$ cat src/rtl/bus_arbiter_if.sv
// ---------------------------------------------------------------------------
// bus_arbiter_if
//   Groups the request/grant signals between the control unit's per-source
//   bus-drive requests and the round-robin bus arbiter.
//
//   Signals:
//     req         N      per-source bus request (level-sensitive)
//     lock        1      current grantee keeps the bus while its req stays high
//     grant       N      registered one-hot grant, all-zero when idle
//     sel         SEL_W  registered binary index of the grant bit, 0 when idle
//     busy        1      any grant bit set; qualifies sel
//     timeout_err 1      one-cycle pulse on forced revocation
//
//   Modports:
//     master : requester side (drives req/lock, observes grant side)
//     slave  : arbiter side (observes req/lock, drives grant side)
// ---------------------------------------------------------------------------
interface bus_arbiter_if #(
  parameter int N     = 24,
  parameter int SEL_W = 5
);
  logic [N-1:0]     req;
  logic             lock;
  logic [N-1:0]     grant;
  logic [SEL_W-1:0] sel;
  logic             busy;
  logic             timeout_err;

  modport master (
    output req, lock,
    input  grant, sel, busy, timeout_err
  );

  modport slave (
    input  req, lock,
    output grant, sel, busy, timeout_err
  );
endinterface

$ cat src/rtl/bus_arbiter.sv
// ---------------------------------------------------------------------------
// bus_arbiter
//   Round-robin arbiter for the single internal datapath bus. Up to N sources
//   (R0-R15, HI, LO, ZHI, ZLO, PC, MDR, InPort, C -> select codes 0..23)
//   compete; the winner's one-hot grant and binary select code are registered.
//   A grantee may keep the bus across cycles with lock while its req stays
//   high. On release the pointer moves to owner+1, so the old owner becomes
//   lowest priority, and the next winner is granted on the same edge.
//
//   Ports:
//     clock  single clock, rising edge
//     clear  synchronous active-high reset
//     bus    bus_arbiter_if.slave (req, lock in; grant, sel, busy,
//            timeout_err out)
//
//   Optional feature (macro BUS_ARB_TIMEOUT_EN):
//     defined   : a hold counter limits a locked grant to MAX_HOLD cycles;
//                 the grant is then revoked, the bus rearbitrated from
//                 owner+1 and timeout_err pulses for one cycle.
//     undefined : no counter, locked grants are held indefinitely and
//                 timeout_err is tied low.
// ---------------------------------------------------------------------------
module bus_arbiter #(
  parameter int N        = 24,
  parameter int SEL_W    = 5,
  parameter int MAX_HOLD = 8
) (
  input  logic          clock,
  input  logic          clear,
  bus_arbiter_if.slave  bus
);

  // Elaboration-time parameter sanity checks.
  generate
    if ((1 << SEL_W) < N) begin : g_bad_sel_w
      $error("bus_arbiter: SEL_W too small for N");
    end
    if (MAX_HOLD < 1) begin : g_bad_max_hold
      $error("bus_arbiter: MAX_HOLD must be >= 1");
    end
  endgenerate

  typedef enum logic {
    IDLE  = 1'b0,
    GRANT = 1'b1
  } state_t;

  // (a + b) mod N for a < N and 0 <= b < N.
  function automatic logic [SEL_W-1:0] wrap_add(input logic [SEL_W-1:0] a, input int b);
    int s;
    s = int'(a) + b;
    if (s >= N) s = s - N;
    return SEL_W'(s);
  endfunction

  state_t           state_reg, state_next;
  logic [SEL_W-1:0] g_reg, g_next;
  logic [SEL_W-1:0] ptr_reg, ptr_next;
  logic [N-1:0]     grant_reg, grant_next;
  logic [SEL_W-1:0] sel_reg, sel_next;
  logic             busy_reg, busy_next;
  logic             terr_reg, terr_next;

`ifdef BUS_ARB_TIMEOUT_EN
  localparam int               CNT_W   = $clog2(MAX_HOLD + 1);
  localparam logic [CNT_W-1:0] MAX_CNT = CNT_W'(MAX_HOLD);
  logic [CNT_W-1:0] cnt_reg, cnt_next;
  logic             expired;
`endif

  // ------------------------------------------------------------------------
  // Rotating-priority search. While a grant is active the only arbitration
  // that matters is the release one, which starts at owner+1; in IDLE it
  // starts at the stored pointer. Muxing the start point lets one search
  // serve both cases.
  // ------------------------------------------------------------------------
  logic [SEL_W-1:0] arb_ptr;
  logic [N-1:0]     rot_req;
  logic [SEL_W-1:0] win_off;
  logic [SEL_W-1:0] win_idx;
  logic             win_found;

  assign arb_ptr = (state_reg == GRANT) ? wrap_add(g_reg, 1) : ptr_reg;

  // rot_req[k] is the request of the source k places after the pointer.
  genvar gi;
  generate
    for (gi = 0; gi < N; gi++) begin : g_rotate
      assign rot_req[gi] = bus.req[wrap_add(arb_ptr, gi)];
    end
  endgenerate

  // Lowest set offset wins; scanning downward lets the last hit win.
  always_comb begin
    win_found = 1'b0;
    win_off   = '0;
    for (int k = N - 1; k >= 0; k--) begin
      if (rot_req[k]) begin
        win_found = 1'b1;
        win_off   = SEL_W'(k);
      end
    end
  end

  assign win_idx = wrap_add(arb_ptr, int'(win_off));

  // ------------------------------------------------------------------------
  // State register
  // ------------------------------------------------------------------------
  always_ff @(posedge clock) begin
    if (clear) begin
      state_reg <= IDLE;
      g_reg     <= '0;
      ptr_reg   <= '0;
      grant_reg <= '0;
      sel_reg   <= '0;
      busy_reg  <= 1'b0;
      terr_reg  <= 1'b0;
`ifdef BUS_ARB_TIMEOUT_EN
      cnt_reg   <= '0;
`endif
    end else begin
      state_reg <= state_next;
      g_reg     <= g_next;
      ptr_reg   <= ptr_next;
      grant_reg <= grant_next;
      sel_reg   <= sel_next;
      busy_reg  <= busy_next;
      terr_reg  <= terr_next;
`ifdef BUS_ARB_TIMEOUT_EN
      cnt_reg   <= cnt_next;
`endif
    end
  end

  // ------------------------------------------------------------------------
  // Next-state / output logic
  // ------------------------------------------------------------------------
  logic hold;

  always_comb begin
    state_next = state_reg;
    g_next     = g_reg;
    ptr_next   = ptr_reg;
    grant_next = grant_reg;
    sel_next   = sel_reg;
    busy_next  = busy_reg;
    terr_next  = 1'b0;
    hold       = 1'b0;
`ifdef BUS_ARB_TIMEOUT_EN
    cnt_next   = cnt_reg;
    // A locked owner that has used up its budget is forcibly revoked; if its
    // req drops on the same edge the revocation is still reported.
    expired    = bus.lock && (cnt_reg >= MAX_CNT);
`endif

    case (state_reg)
      IDLE: begin
        if (win_found) begin
          state_next = GRANT;
          g_next     = win_idx;
          grant_next = {{(N-1){1'b0}}, 1'b1} << win_idx;
          sel_next   = win_idx;
          busy_next  = 1'b1;
`ifdef BUS_ARB_TIMEOUT_EN
          cnt_next   = CNT_W'(1);
`endif
        end
      end

      GRANT: begin
`ifdef BUS_ARB_TIMEOUT_EN
        hold = bus.req[g_reg] && bus.lock && !expired;
`else
        hold = bus.req[g_reg] && bus.lock;
`endif
        if (hold) begin
`ifdef BUS_ARB_TIMEOUT_EN
          if (cnt_reg < MAX_CNT) cnt_next = cnt_reg + CNT_W'(1);
`endif
        end else begin
          // Release: old owner drops to lowest priority, regrant without a
          // bubble if anyone (including the old owner) is still asking.
          ptr_next = wrap_add(g_reg, 1);
`ifdef BUS_ARB_TIMEOUT_EN
          terr_next = expired;
`endif
          if (win_found) begin
            g_next     = win_idx;
            grant_next = {{(N-1){1'b0}}, 1'b1} << win_idx;
            sel_next   = win_idx;
            busy_next  = 1'b1;
`ifdef BUS_ARB_TIMEOUT_EN
            cnt_next   = CNT_W'(1);
`endif
          end else begin
            state_next = IDLE;
            grant_next = '0;
            sel_next   = '0;
            busy_next  = 1'b0;
`ifdef BUS_ARB_TIMEOUT_EN
            cnt_next   = '0;
`endif
          end
        end
      end

      default: begin
        state_next = IDLE;
        grant_next = '0;
        sel_next   = '0;
        busy_next  = 1'b0;
      end
    endcase
  end

  assign bus.grant       = grant_reg;
  assign bus.sel         = sel_reg;
  assign bus.busy        = busy_reg;
  assign bus.timeout_err = terr_reg;

endmodule
$ cat src/flat_wrapper.sv
// flat-port wrapper written by rule: the top's interface ports become plain ports
module bus_arbiter_flat 
#(
  parameter int N        = 24,
  parameter int SEL_W    = 5,
  parameter int MAX_HOLD = 8
)
  (clock, clear, bus_req, bus_lock, bus_grant, bus_sel, bus_busy, bus_timeout_err);
  bus_arbiter_if #(.N(N), .SEL_W(SEL_W)) bus_i ();
  input  logic clock;
  input  logic clear;
  input wire logic [$bits(bus_i.req)-1:0] bus_req;
  input wire logic [$bits(bus_i.lock)-1:0] bus_lock;
  output wire logic [$bits(bus_i.grant)-1:0] bus_grant;
  output wire logic [$bits(bus_i.sel)-1:0] bus_sel;
  output wire logic [$bits(bus_i.busy)-1:0] bus_busy;
  output wire logic [$bits(bus_i.timeout_err)-1:0] bus_timeout_err;
  assign bus_i.req = bus_req;
  assign bus_i.lock = bus_lock;
  assign bus_grant = bus_i.grant;
  assign bus_sel = bus_i.sel;
  assign bus_busy = bus_i.busy;
  assign bus_timeout_err = bus_i.timeout_err;
  bus_arbiter #(.N(N), .SEL_W(SEL_W), .MAX_HOLD(MAX_HOLD)) u_core (.clock(clock), .clear(clear), .bus(bus_i));
endmodule
$ cat config.mk
export PLATFORM = sky130hd
export DESIGN_NAME = bus_arbiter_flat
export DESIGN_NICKNAME = d
export VERILOG_FILES = /design/src/rtl/bus_arbiter_if.sv /design/src/rtl/bus_arbiter.sv /design/src/flat_wrapper.sv
export SDC_FILE = /design/constraint.sdc
export NUM_CORES = 1
export LEC_CHECK = 0
export CORE_ASPECT_RATIO = 1.4
export CORE_MARGIN = 1
export CORE_UTILIZATION = 28
export CTS_CLUSTER_SIZE = 10
export DETAILED_ROUTE_END_ITERATION = 16
export PLACE_DENSITY = 0.56
export SYNTH_ARGS = -nofsm -noshare
export SYNTH_HDL_FRONTEND = slang
export SYNTH_SLANG_ARGS = --single-unit
$ cat constraint.sdc
create_clock -name clock -period 6.7 [get_ports clock]
set_clock_uncertainty 0.05 [all_clocks]
set_input_delay 1.34 -clock clock [delete_from_list [all_inputs] [get_ports clock]]
set_output_delay 1.34 -clock clock [all_outputs]
set_load 0.03 [all_outputs]
==> flow_metrics.tcl <==
set metrics [dict create \
    final_layout_size_suffix_gt1_share_pct 17.2 \
    ant_nets 0 \
    status "completed" \
    synth_cell_types 100 \
    htreeDepth 2 \
    final-setup-viol-count 0 \
    instances_no_fill 1233 \
    postSynthCellCount 869 \
    rows 67 \
    dp_hpwl_um 19500 \
    nNetsFinal 980 \
    min_period_ns 6.29 \
    synth_edf_count 0 \
    pre_cts_slack_ns 0.138 \
    slowest_delay_ns 0.62 \
    grt_pass1_vias 7086 \
    crit_fanout 19 \
    cp_slowest_cell "mux4_2" \
    setup-tns-final_ns 0 \
    yosysMostFrequentCell "nand2_1" \
    cts_tree "yes" \
    core_area_um2 24100 \
    placedCellCount 1221 \
    fp.dieW_um 135 \
    async_flop_share_pct 0 \
    path_cells "buf_4, ha_1, mux2i_2, buf_12, ha_1, xnor2_1, buf_4, mux4_2, nor4_1, nor4_1, buf_4, a211oi_2, nor2b_1, inv_1, o31a_1, ha_1, a21o_1, a21oi_1, mux2i_1, o41a_1, nor3b_1, buf_4, nand2_1, mux2i_1" \
    muxShareOfSynthArea_pct 20.8 \
    yosys.area.top_type_share_pct 11.9 \
    grt_usage_pct 19.9 \
    vias_per_cell 5.94 \
    period_share_pct 93.9 \
    grt_pass1_wl_um 39700 \
    synth_top_family_by_area "compound AO/OA/AOI/OAI gates" \
    max_cap_violations 0 \
    timing.slew.headroom_pct 18.2 \
    overflow 0 \
    synth_compound_area_share_pct 26.5 \
    final_core_util_pct 34.2 \
    ys_seq_area_share_pct 11.9 \
    synthXorXnorAreaFrac_pct 5.00 \
    cts_buffers 5 \
    critPathKind "reg2reg" \
    largest_reg_flops 24 \
    required_ns 6.87 \
    yosysTopAreaCell "dfxtp_1" \
    cts.root.buffer_cell "clkbuf_16" \
    crit_family "compound AO/OA/AOI/OAI gates" \
    drtPass1Iterations 5 \
    vias 7322 \
    p_leak_nw 3.00 \
    cp_common_cell "buf_4" \
    clock_sinks 41 \
    worst_ep_arrival_time_ns 6.46 \
    ios 58 \
    yosys_warnings 0 \
    peakVddDrop_mv 0.242 \
    stdcell_area_um2 8230 \
    area_growth_pct 19.2 \
    hold_slack_ns 0.410 \
    placed_cell_area_um2 7910 \
    yosys-top-cells-area "dfxtp_1, mux4_2, mux2i_1, nand2_1, ha_1" \
    diodes 0 \
    antenna_found_initial 0 \
    synthTopCellsByCount "nand2_1, mux2i_1, nand3_1, nor2_1, a21oi_1" \
    grt_max_degree 36 \
    drtIter0Drc 520 \
    cts_max_path_buffers 2 \
    power_density_nw_per_um2 451 \
    drc_errors 0 \
    fin_ws_ns 0.407 \
    slew_violations 0 \
    port_buffers 56 \
    clkLatencyLatePin_ns 0.28 \
    hold_path_class "reg2reg" \
    worstMarginPinSlew_ns 1.22 \
    synth_flop_cell "dfxtp_1" \
    hold_viol 0 \
    path_buf_inv 6 \
    initial_core_util_pct 28.7 \
    gp_congestion 0.945 \
    yosys.area_share.simple_pct 24.0 \
    synth_fa_ha_area_share_pct 5.72 \
    syn_area_per_cell_um2 7.95 \
    fmax_ghz 0.159 \
    syn_nets 927 \
    cp-end-kind "flop" \
    finalWirelength_um 25200 \
    wire_per_inst_um 20.5 \
    start_kind "flop" \
    die_y_um 188 \
    syn-cell-area_um2 6910 \
    ys_ff_latch 41 \
    die_area_um2 25300 \
    p_total_mw 3.72 \
    clk_pin_slew_ns 0.07 \
]
[logic make-up after synthesis]
group / count (synthesis)
adders and majority gates: 31
AOI/OAI and AO/OA: 247
and+or+nand+nor: 322
DFF: 41
buffers and inverters: 88
other: 1
xor gates and xnor gates: 36
muxes: 103
[cell type report]
cell class	instances	area [um^2]
timing repair buffer	103	953
tap	310	388
sequential	41	821
inverter	31	125
multi-input combinational	740	5770
fill	2521	15800
clock buffer	6	139
clock inverter	2	37.5
[per-layer routing]
| layer | GRT usage, % | share of wire (%) | routed length [um] |
|---|---|---|---|
| met1 | 23.1 | 39 | 9820 |
| met2 | 34.8 | 49 | 12500 |
| met3 | 2.05 | 5.5 | 1400 |
| met4 | 11.9 | 6.1 | 1530 |
| met5 | 0 | 0 | 0 |
[report_power, final]
group          total [mW]  switching [mW]  internal, mW
Combinational        3.09            1.85          1.24
Sequential          0.341          0.0405         0.301
Clock               0.288           0.102         0.186
Total                3.72            1.99          1.72
[repair_timing]
| action | 4_1_cts | 5_1_grt |
|---|---|---|
| resized for setup | 0 | 23 |
| endpoints found under the setup margin | 0 | 28 |
| hold buffers | 0 | 0 |
| setup buffers | 0 | 4 |
[final timing paths]
path / startpoint / to / slack, ns / cells past startpoint
worst max-delay path: u_core.g_reg[0] / u_core.bus.grant[12] / 0.41 / 24
worst min-delay path: u_core.bus.busy / u_core.bus.busy / 0.41 / 2
worst max register to register: u_core.g_reg[0] / u_core.bus.grant[12] / 0.41 / 24
worst min register to register: u_core.bus.busy / u_core.bus.busy / 0.41 / 2
[cell usage in the layout (no fill, tap or decap), types with 7 or more instances in the layout]
| master | count |
|---|---|
| a211o_1 | 9 |
| a211oi_1 | 11 |
| a21o_1 | 7 |
| a21oi_1 | 46 |
| a31oi_1 | 13 |
| and2_1 | 9 |
| and3_1 | 8 |
| buf_4 | 42 |
| clkdlybuf4s50_1 | 56 |
| dfxtp_1 | 41 |
| ha_1 | 27 |
| inv_1 | 25 |
| mux2_2 | 18 |
| mux2i_1 | 51 |
| mux4_2 | 27 |
| nand2_1 | 102 |
| nand2b_1 | 18 |
| nand3_1 | 49 |
| nand4_1 | 9 |
| nor2_1 | 49 |
| nor2b_1 | 14 |
| nor4_1 | 7 |
| o211ai_1 | 17 |
| o21ai_0 | 26 |
| o22ai_1 | 8 |
| o31a_1 | 7 |
| o31ai_1 | 7 |
| or3_1 | 10 |
| xnor2_1 | 28 |
[worst min-delay path, cell delays in order, from the launching register on]
cell	delay, ns
dfxtp_1	0.31
nand2_1	0.05
a21oi_1	0.05
(Power assumes the default switching activity.)
